[config.mk]
export PLATFORM = sky130hd
export DESIGN_NAME = pattern_serializer
export DESIGN_NICKNAME = d
export VERILOG_FILES = /design/src/rtl/pattern_serializer_pkg.sv /design/src/rtl/pattern_serializer_tick_divider.sv /design/src/rtl/pattern_serializer.sv
export SDC_FILE = /design/constraint.sdc
export NUM_CORES = 1
export LEC_CHECK = 0
export ABC_AREA = 1
export BUFFER_PORTS_ARGS = -buffer_cell sky130_fd_sc_hd__buf_2
export CAP_MARGIN = 15
export CORE_MARGIN = 3
export CORE_UTILIZATION = 32
export DETAILED_ROUTE_END_ITERATION = 8
export SETUP_SLACK_MARGIN = 0.02
export SLEW_MARGIN = 10
export SYNTH_ARGS = -nofsm -noshare
export SYNTH_HDL_FRONTEND = slang
export SYNTH_SLANG_ARGS = --single-unit
[constraint.sdc]
create_clock -name clock_i -period 1.8 [get_ports clock_i]
set_input_delay 0.18 -clock clock_i [delete_from_list [all_inputs] [get_ports clock_i]]
set_output_delay 0.18 -clock clock_i [all_outputs]
set_load 0.05 [all_outputs]
[src/rtl/pattern_serializer_pkg.sv]
// Shared constants and state encoding for the pattern serializer and its
// sequence-detector consumer.
package pattern_serializer_pkg;

   localparam int unsigned SerWidth       = 8;
   localparam int unsigned SerLenW        = 4;
   localparam int unsigned DefaultTickDiv = 25000000;

   typedef enum logic [1:0] {
      StIdle  = 2'b00,
      StShift = 2'b01,
      StDone  = 2'b10
   } state_e;

endpackage

[src/rtl/pattern_serializer_tick_divider.sv]
// Loadable down-counter; tc_o flags a count of zero. Also used for display blinking.
module tick_divider #(
   parameter int unsigned Width = 25
) (
   input  logic             clk_i,
   input  logic             rst_ni,
   input  logic             clr_i,
   input  logic             load_i,
   input  logic [Width-1:0] load_val_i,
   input  logic             en_i,
   output logic [Width-1:0] count_o,
   output logic             tc_o
);

   logic [Width-1:0] count_d, count_q;

   always_ff @(posedge clk_i or negedge rst_ni) begin
      if (!rst_ni) begin
         count_q <= '0;
      end else begin
         count_q <= count_d;
      end
   end

   // Clear beats load beats decrement; the counter parks at zero.
   always_comb begin
      count_d = count_q;
      if (clr_i) begin
         count_d = '0;
      end else if (load_i) begin
         count_d = load_val_i;
      end else if (en_i && (count_q != '0)) begin
         count_d = count_q - Width'(1);
      end
   end

   assign count_o = count_q;
   assign tc_o    = (count_q == '0);

endmodule

[src/rtl/pattern_serializer.sv]
// Replays a latched parallel pattern MSB-first on serial_out_o, one bit per
// TICK_DIV clocks, with a bit_valid_o strobe in the last cycle of each bit.
module pattern_serializer
   import pattern_serializer_pkg::*;
#(
   parameter int unsigned WIDTH    = SerWidth,
   parameter int unsigned LEN_W    = SerLenW,
   parameter int unsigned TICK_DIV = DefaultTickDiv
) (
   input  logic             clock_i,
   input  logic             resetn_i,
   input  logic             start_i,
   input  logic             abort_i,
   input  logic [WIDTH-1:0] pattern_i,
   input  logic [LEN_W-1:0] length_i,
   output logic             serial_out_o,
   output logic             bit_valid_o,
   output logic             busy_o,
   output logic             done_o
);

   localparam int unsigned      DivW      = $clog2(TICK_DIV);
   localparam logic [DivW-1:0]  DivReload = DivW'(TICK_DIV - 1);
   localparam logic [LEN_W-1:0] MaxLen    = LEN_W'(WIDTH);

   state_e            state_d, state_q;
   logic [WIDTH-1:0]  sreg_d, sreg_q;
   logic [LEN_W-1:0]  cnt_d, cnt_q;
   logic [LEN_W-1:0]  len_eff, shamt;
   logic              div_clr, div_load, div_en, div_tc;
   logic [DivW-1:0]   div_count;

   tick_divider #(
      .Width (DivW)
   ) u_tick_divider (
      .clk_i      (clock_i),
      .rst_ni     (resetn_i),
      .clr_i      (div_clr),
      .load_i     (div_load),
      .load_val_i (DivReload),
      .en_i       (div_en),
      .count_o    (div_count),
      .tc_o       (div_tc)
   );

   // Left-align the pattern so the first bit to send always sits at the MSB.
   assign len_eff = (length_i > MaxLen) ? MaxLen : length_i;
   assign shamt   = MaxLen - len_eff;

   always_ff @(posedge clock_i or negedge resetn_i) begin
      if (!resetn_i) begin
         state_q <= StIdle;
         sreg_q  <= '0;
         cnt_q   <= '0;
      end else begin
         state_q <= state_d;
         sreg_q  <= sreg_d;
         cnt_q   <= cnt_d;
      end
   end

   always_comb begin
      state_d  = state_q;
      sreg_d   = sreg_q;
      cnt_d    = cnt_q;
      div_clr  = 1'b0;
      div_load = 1'b0;
      div_en   = 1'b0;
      unique case (state_q)
         StIdle: begin
            if (start_i && !abort_i && (length_i != '0)) begin
               sreg_d   = pattern_i << shamt;
               cnt_d    = len_eff;
               div_load = 1'b1;
               state_d  = StShift;
            end
         end
         StShift: begin
            if (abort_i) begin
               state_d = StIdle;
               sreg_d  = '0;
               cnt_d   = '0;
               div_clr = 1'b1;
            end else if (div_tc) begin
               if (cnt_q > LEN_W'(1)) begin
                  sreg_d   = sreg_q << 1;
                  cnt_d    = cnt_q - LEN_W'(1);
                  div_load = 1'b1;
               end else begin
                  state_d = StDone;
                  sreg_d  = '0;
                  cnt_d   = '0;
                  div_clr = 1'b1;
               end
            end else begin
               div_en = 1'b1;
            end
         end
         StDone: begin
            state_d = StIdle;
         end
         default: begin
            state_d = StIdle;
            sreg_d  = '0;
            cnt_d   = '0;
            div_clr = 1'b1;
         end
      endcase
   end

   // Outputs decode registers only, so reset clears them without a clock edge.
   assign busy_o       = (state_q == StShift);
   assign done_o       = (state_q == StDone);
   assign serial_out_o = busy_o & sreg_q[WIDTH-1];
   assign bit_valid_o  = busy_o & div_tc;

   logic unused_div_count;
   assign unused_div_count = ^div_count;

endmodule
==> results of run 1 <==
==> worst max-delay path, stage by stage, from the launching register on <==
cell,delay (ns)
dfrtp_1,0.44
nor2_1,0.18
nand2_1,0.12
nor2_2,0.16
nand3_4,0.14
nor2_4,0.12
buf_8,0.15
==> layout make-up <==
class	instances	area share
flip-flops and latches	39	0.283
multi-input cells	329	0.483
inverters	51	0.0576
clock buffers	8	0.0290
well taps	105	0.0380
repair buffers	53	0.110
==> final timing paths <==
kind	startpoint	to	cells past startpoint
max	u_tick_divider.count_o[21]$_DFFE_PN0P_	bit_valid_o	6
min reg2reg	sreg_q[2]$_DFFE_PN0P_	sreg_q[2]$_DFFE_PN0P_	2
min	abort_i	state_q[1]$_DFFE_PN0P_	2
max in group asynchronous	resetn_i	u_tick_divider.count_o[15]$_DFFE_PN0P_	3
min in group asynchronous	resetn_i	u_tick_divider.count_o[3]$_DFFE_PN0P_	2
max reg2reg	u_tick_divider.count_o[0]$_DFFE_PN0P_	u_tick_divider.count_o[16]$_DFFE_PN0P_	10
==> per-layer routing <==
layer / up-vias / GRT usage
li1: 1441 / -
met1: 1235 / 0.192
met2: 46 / 0.245
met3: 8 / 0.0264
met4: 0 / 0.0515
met5: - / 0
==> cell families (layout without fill, tap and decap cells) <==
group                      Yosys count  after routing  synth area share
AOI/OAI and AO/OA                   26             26            0.0547
xor gates and xnor gates            12             12            0.0373
adders and majority gates            6              6            0.0267
buffers and inverters               59            112            0.0907
DFF                                 39             39             0.347
and+or+nand+nor                    282            285             0.444
==> cell usage in the layout, fill, tap and decap left out, types with 5 or more instances in the layout <==
cell type	instances
nor2_4	5
nand3_1	46
nor2_2	6
o21ai_0	13
xor2_1	5
nand4_1	10
dfrtp_1	39
nand2_1	148
buf_2	18
clkbuf_8	7
nor2_1	57
inv_1	45
ha_1	6
buf_4	31
xnor2_1	7
==> flip-flops by register name (all words and copies together) (netlist names) <==
| name | cells |
|---|---|
| cnt_q | 4 |
| sreg_q | 8 |
| state_q | 2 |
| u_tick_divider.count_o | 25 |
==> cell usage after synthesis, drive strengths merged <==
| master | number | area [sq um] |
|---|---|---|
| nand2 | 153 | 601 |
| nor2 | 68 | 313 |
| inv | 51 | 196 |
| nand3 | 47 | 248 |
| dfrtp | 39 | 976 |
| o21ai | 17 | 96.4 |
| nand4 | 10 | 62.6 |
| buf | 8 | 58.8 |
| xnor2 | 7 | 61.3 |
| ha | 6 | 75.1 |
| xor2 | 5 | 43.8 |
| o22ai | 4 | 25.0 |
| nor3 | 3 | 15.0 |
| a21oi | 2 | 10.0 |
| o211ai | 2 | 15.0 |
| nand3b | 1 | 11.3 |
| o21bai | 1 | 7.51 |
==> metrics by stage <==
step	setup slack (ns)	util
2_1_floorplan	0.0621	-
5_1_grt	-0.0830	0.412
3_3_place_gp	0.0946	0.378
3_5_place_dp	-0.00227	0.378
6_report	0.00774	0.412
4_1_cts	-0.0256	0.394
==> power groups by stage <==
stage / logic [mW] / clock network [mW] / registers [mW]
final: 3.10 / 0.674 / 1.46
after CTS: 2.82 / 0.691 / 1.46
after global routing: 3.52 / 0.718 / 1.50
after global placement: 2.73 / 0 / 1.46
after floorplan: 2.07 / 0 / 1.44
after detailed placement: 2.79 / 0 / 1.47
==> repair_timing <==
item	CTS	global route
endpoints found under the hold margin	14	0
setup buffers	2	7
hold buffers	1	0
cloned	0	3
endpoints found under the setup margin	6	37
pin swaps	0	3
gates resized for setup	4	12
==> run metrics, run 1 <==
Power Total ~5.2 mW; max cap viols 0; first-pass GRT wire length ~12 mm; multi-input logic area between 1500 and 2000 sq um; PD cells about 1500 nW/um^2; sum of negative setup slack 0 ns; arrival time at the worst endpoint 1.61 ns; Layout Nets 501; detailed-route wire length per cell about 12 um; initial antenna violation count 0; proportion of power drawn by the clock network 0.129; post-route ant nets 0; Worst Setup Path Type register to output port; area of the core around 8400 sq um; CP Max Fanout 5; DR vias between 2k and 3k; # diodes 0; share of layout cells above drive strength 1 0.185; TritonRoute pass-1 iters 4; Worst Hold Class primary input to register; Gate power share 0.592; HPWL after DPL ~5.2 mm; Cell Count, Final, Fillers Out 585; yosys warns 0; drc violations 0; DR top layer met4; synthesized area per cell between 6 and 7 sq um; Reg clk slew, reported paths approximately 0.080 ns; NetSw ~2.5 mW; synthesized area about 2800 sq um; Max Root-Sink Buffers 2; Power Internal about 2.7 mW; flops & latches, synth 39; # fillers approximately 880; wire length on met2 ~3.3 mm; Synth cell types 28; relative slew slack 0.753; Net Sw Frac 0.475; die area around 10000 sq um; placed insts 564; clock root cell clkbuf_8; endpoints failing setup 0; Fin Hold WS 0.138 ns; Leak 1.81 nW; Setup Skew 0.0115 ns; worst path required time 1.62 ns; Worst-Margin Slew between 0.3 and 0.4 ns; die width around 100 um; CTS H-Tree Depth 2; clock sink total 39; Mapped Cells 424; number of global-route vias before repair around 2.6k; final period utilization 0.996; Initial Utilization 0.336; Area Overhead vs Synth 22.7%; placer congestion estimate approximately 0.84; Slew Viols, Final 0; Setup crit end kind output port; grt total ovfl 0; Worst-Skew Late Latency approximately 0.30 ns; syn nets around 450; wl on met1 ~3.3 mm; GRT Util Overall 0.147; Placement Cell Area ~3200 sq um; DR WL met3 approximately 230 um; final instance area around 3500 sq um; Seq/Total Area, Yosys 0.347; status completed; Die Span Y roughly 100 um; io pins 20; CTS Buf Count 5; routed wire length 7.01 mm; Final Hold Viols 0; minimum clock period ~1.8 ns; CTS tree built; FF+latch area between 900 and 1000 sq um; unrepaired setup endpoints after global routing true; Starting DRT DRC Count 99; CP Launch Type register; pin count of the biggest net entering global routing 24; vias per cell approximately 4.7; Flop pwr share 0.279; peak supply drop roughly 0.5 mV; Row Count 33; Max Freq 558 MHz; R2R setup slack ~0.13 ns; port bufs 19
(Power assumes the default switching activity.)
==> inputs of run 2 (changes only) <==
--- a/config.mk
+++ b/config.mk
@@ -11,7 +11,7 @@
 export CORE_MARGIN = 3
 export CORE_UTILIZATION = 32
 export DETAILED_ROUTE_END_ITERATION = 8
-export SETUP_SLACK_MARGIN = 0.02
+export SETUP_SLACK_MARGIN = 0.4
 export SLEW_MARGIN = 10
 export SYNTH_ARGS = -nofsm -noshare
 export SYNTH_HDL_FRONTEND = slang
==> run metrics, run 2 (synthesis results as in run 1) <==
Fin Hold WS 0.170 ns (was 0.138 ns); TritonRoute pass-1 iters 4 (unchanged); CTS tree built (unchanged); most frequent CP cell inv_2; grt total ovfl 0 (unchanged); pin count of the biggest net entering global routing 21 (was 24); wl on met1 3.44 mm (was 3.33 mm); Net Sw Frac 0.477 (was 0.475); Worst Setup Path Type register to output port (unchanged); Flop pwr share 0.259 (was 0.279); initial antenna violation count 0 (unchanged); clock sink total 39 (unchanged); clock root cell clkbuf_8 (unchanged); multi-input logic area 1820 sq um (was 1670 sq um); setup ws final -0.00723 ns (was 0.00774 ns); CP Launch Type register (unchanged); Power Internal 3.01 mW (was 2.74 mW); Gate power share 0.625 (was 0.592); endpoints failing setup 1 (was 0); drc violations 0 (unchanged); max cap viols 0 (unchanged); Reg clk slew, reported paths 0.08 ns (about the same); commonest non-fill, non-tap cell in the layout nand2_1 (unchanged); critical path, cell by cell inv_2, ha_4, inv_2, nor2_1, nand2_1, nor2_2, nand3_4, nor2_4, buf_8 (was nor2_1, nand2_1, nor2_2, nand3_4, nor2_4, buf_8); final instance area 3800 sq um (was 3450 sq um); PD cells 1510 nW/um^2 (about the same); worst path required time 1.62 ns (about the same); Layout Nets 511 (was 501); first-pass GRT wire length 12.6 mm (was 12.0 mm); wire length on met2 3.75 mm (was 3.33 mm); Setup Skew 0.00976 ns (was 0.0115 ns); Worst-Skew Late Latency 0.29 ns (was 0.30 ns); Worst-Margin Slew 0.547 ns (was 0.371 ns); slowest CP cell dfrtp_1 (unchanged); # diodes 0 (unchanged); final period utilization 1.00 (was 0.996); hold wc startpoint abort_i (unchanged); FF-to-FF path depth 12 (was 10); port bufs 19 (unchanged); Largest register FFs 25 (unchanged); Cell Count, Final, Fillers Out 595 (was 585); NetSw 2.74 mW (was 2.49 mW); placed insts 561 (was 564); failing checks negative setup slack; detailed-route wire length per cell 12.9 um (was 12.0 um); crit-path max cell delay 0.41 ns (was 0.44 ns); most frequent cells in the layout 141 x nand2_1, 44 x inv_1, 43 x nor2_1, 37 x dfrtp_1, 35 x nand3_1 (was 148 x nand2_1, 57 x nor2_1, 46 x nand3_1, 45 x inv_1, 39 x dfrtp_1); pre-CTS WS 0.0109 ns (was -0.00227 ns); Row Count 33 (unchanged); Worst Hold Class primary input to register (unchanged); Final Hold Viols 0 (unchanged); number of global-route vias before repair 2,744 (was 2,644); sum of negative setup slack -0.00723 ns (was 0 ns); FF-to-FF Start u_tick_divider.count_o[1]$_DFFE_PN0P_ (was u_tick_divider.count_o[0]$_DFFE_PN0P_); Die Span Y 99.8 um (unchanged); io pins 20 (unchanged); routed wire length 7.66 mm (was 7.01 mm); vias per cell 4.80 (was 4.67); Setup crit end kind output port (unchanged); DR vias 2,857 (was 2,730); die width 99.8 um (unchanged); status finished with violations (was completed); minimum clock period 1.81 ns (was 1.79 ns); R2R setup slack 0.01 ns (was 0.13 ns); CP Max Fanout 3 (was 5); DR top layer met4 (unchanged); Max Freq 553 MHz (was 558 MHz); DR WL met3 320 um (was 228 um); relative slew slack 0.635 (was 0.753); Slew Viols, Final 0 (unchanged); HPWL after DPL 5.15 mm (was 5.22 mm); Initial Utilization 0.336 (unchanged); peak supply drop 0.518 mV (was 0.512 mV); hold depth 2 (unchanged); placer congestion estimate 0.879 (was 0.836); CTS H-Tree Depth 2 (unchanged); # fillers 839 (was 883); post-route ant nets 0 (unchanged); Area Overhead vs Synth 35.0% (was 22.7%); proportion of power drawn by the clock network 0.117 (was 0.129); CP startpoint u_tick_divider.count_o[1]$_DFFE_PN0P_ (was u_tick_divider.count_o[21]$_DFFE_PN0P_); Placement Cell Area 3160 sq um (was 3170 sq um); arrival time at the worst endpoint 1.63 ns (was 1.61 ns); CTS Buf Count 5 (unchanged); area of the core 8380 sq um (unchanged); FF+latch area 978 sq um (was 976 sq um); Starting DRT DRC Count 150 (was 99); Max Root-Sink Buffers 2 (unchanged); share of layout cells above drive strength 1 0.282 (was 0.185); die area 9960 sq um (unchanged); Leak 1.94 nW (was 1.81 nW); GRT Util Overall 0.157 (was 0.147); unrepaired setup endpoints after global routing true (unchanged)
[run 2: critical path: cells and delay by family (launching register included)]
family,cells,cell delay [ns]
adder cells (fa/ha/maj),1,0.12
buffers and inverters,3,0.26
flip-flops,1,0.41
AND/OR/NAND/NOR,5,0.54
[run 2: repair_timing]
action / 4_1_cts / 5_1_grt
endpoints found under the setup margin: 42 / 43
gates cloned: 3 / 2
buffers inserted: 11 / 9
endpoints found under the hold margin: 18 / 0
pin swaps: 13 / 15
hold buffers: 1 / 0
gates resized for setup: 22 / 59
[run 2: area by class of cell]
cell class                 instances  share of cell area
multi-input combinational        329               0.478
tap                              105              0.0346
timing repair inverter             1             0.00296
timing repair buffer              62               0.144
sequential                        39               0.257
inverter                          51              0.0573
clock buffer                       8              0.0263
[run 2: final timing paths]
path,end
setup / recovery,bit_valid_o
hold / removal,state_q[1]$_DFFE_PN0P_
setup reg to reg,u_tick_divider.count_o[2]$_DFFE_PN0P_
hold reg to reg,sreg_q[1]$_DFFE_PN0P_
max in group asynchronous,u_tick_divider.count_o[8]$_DFFE_PN0P_
min in group asynchronous,u_tick_divider.count_o[1]$_DFFE_PN0P_
[run 2: metal layers]
layer | up-vias | track usage
li1 | 1469 | -
met1 | 1317 | 0.203
met2 | 58 | 0.267
met3 | 13 | 0.0264
met4 | 0 | 0.0515
met5 | - | 0
[run 2: metrics by stage]
stage	total power [mW]	utilization
global placement	4.21	0.377
CTS	5.33	0.418
finish	5.75	0.454
detailed placement	4.25	0.377
global route	6.28	0.454
floorplan	3.55	-
[run 2: power by group through the flow]
stage	Combinational [mW]	Sequential [mW]	Clock [mW]
after CTS	3.18	1.46	0.692
after global placement	2.74	1.47	0
after floorplan	2.11	1.44	0
final	3.59	1.49	0.670
after detailed placement	2.78	1.47	0
after global routing	4.03	1.53	0.725
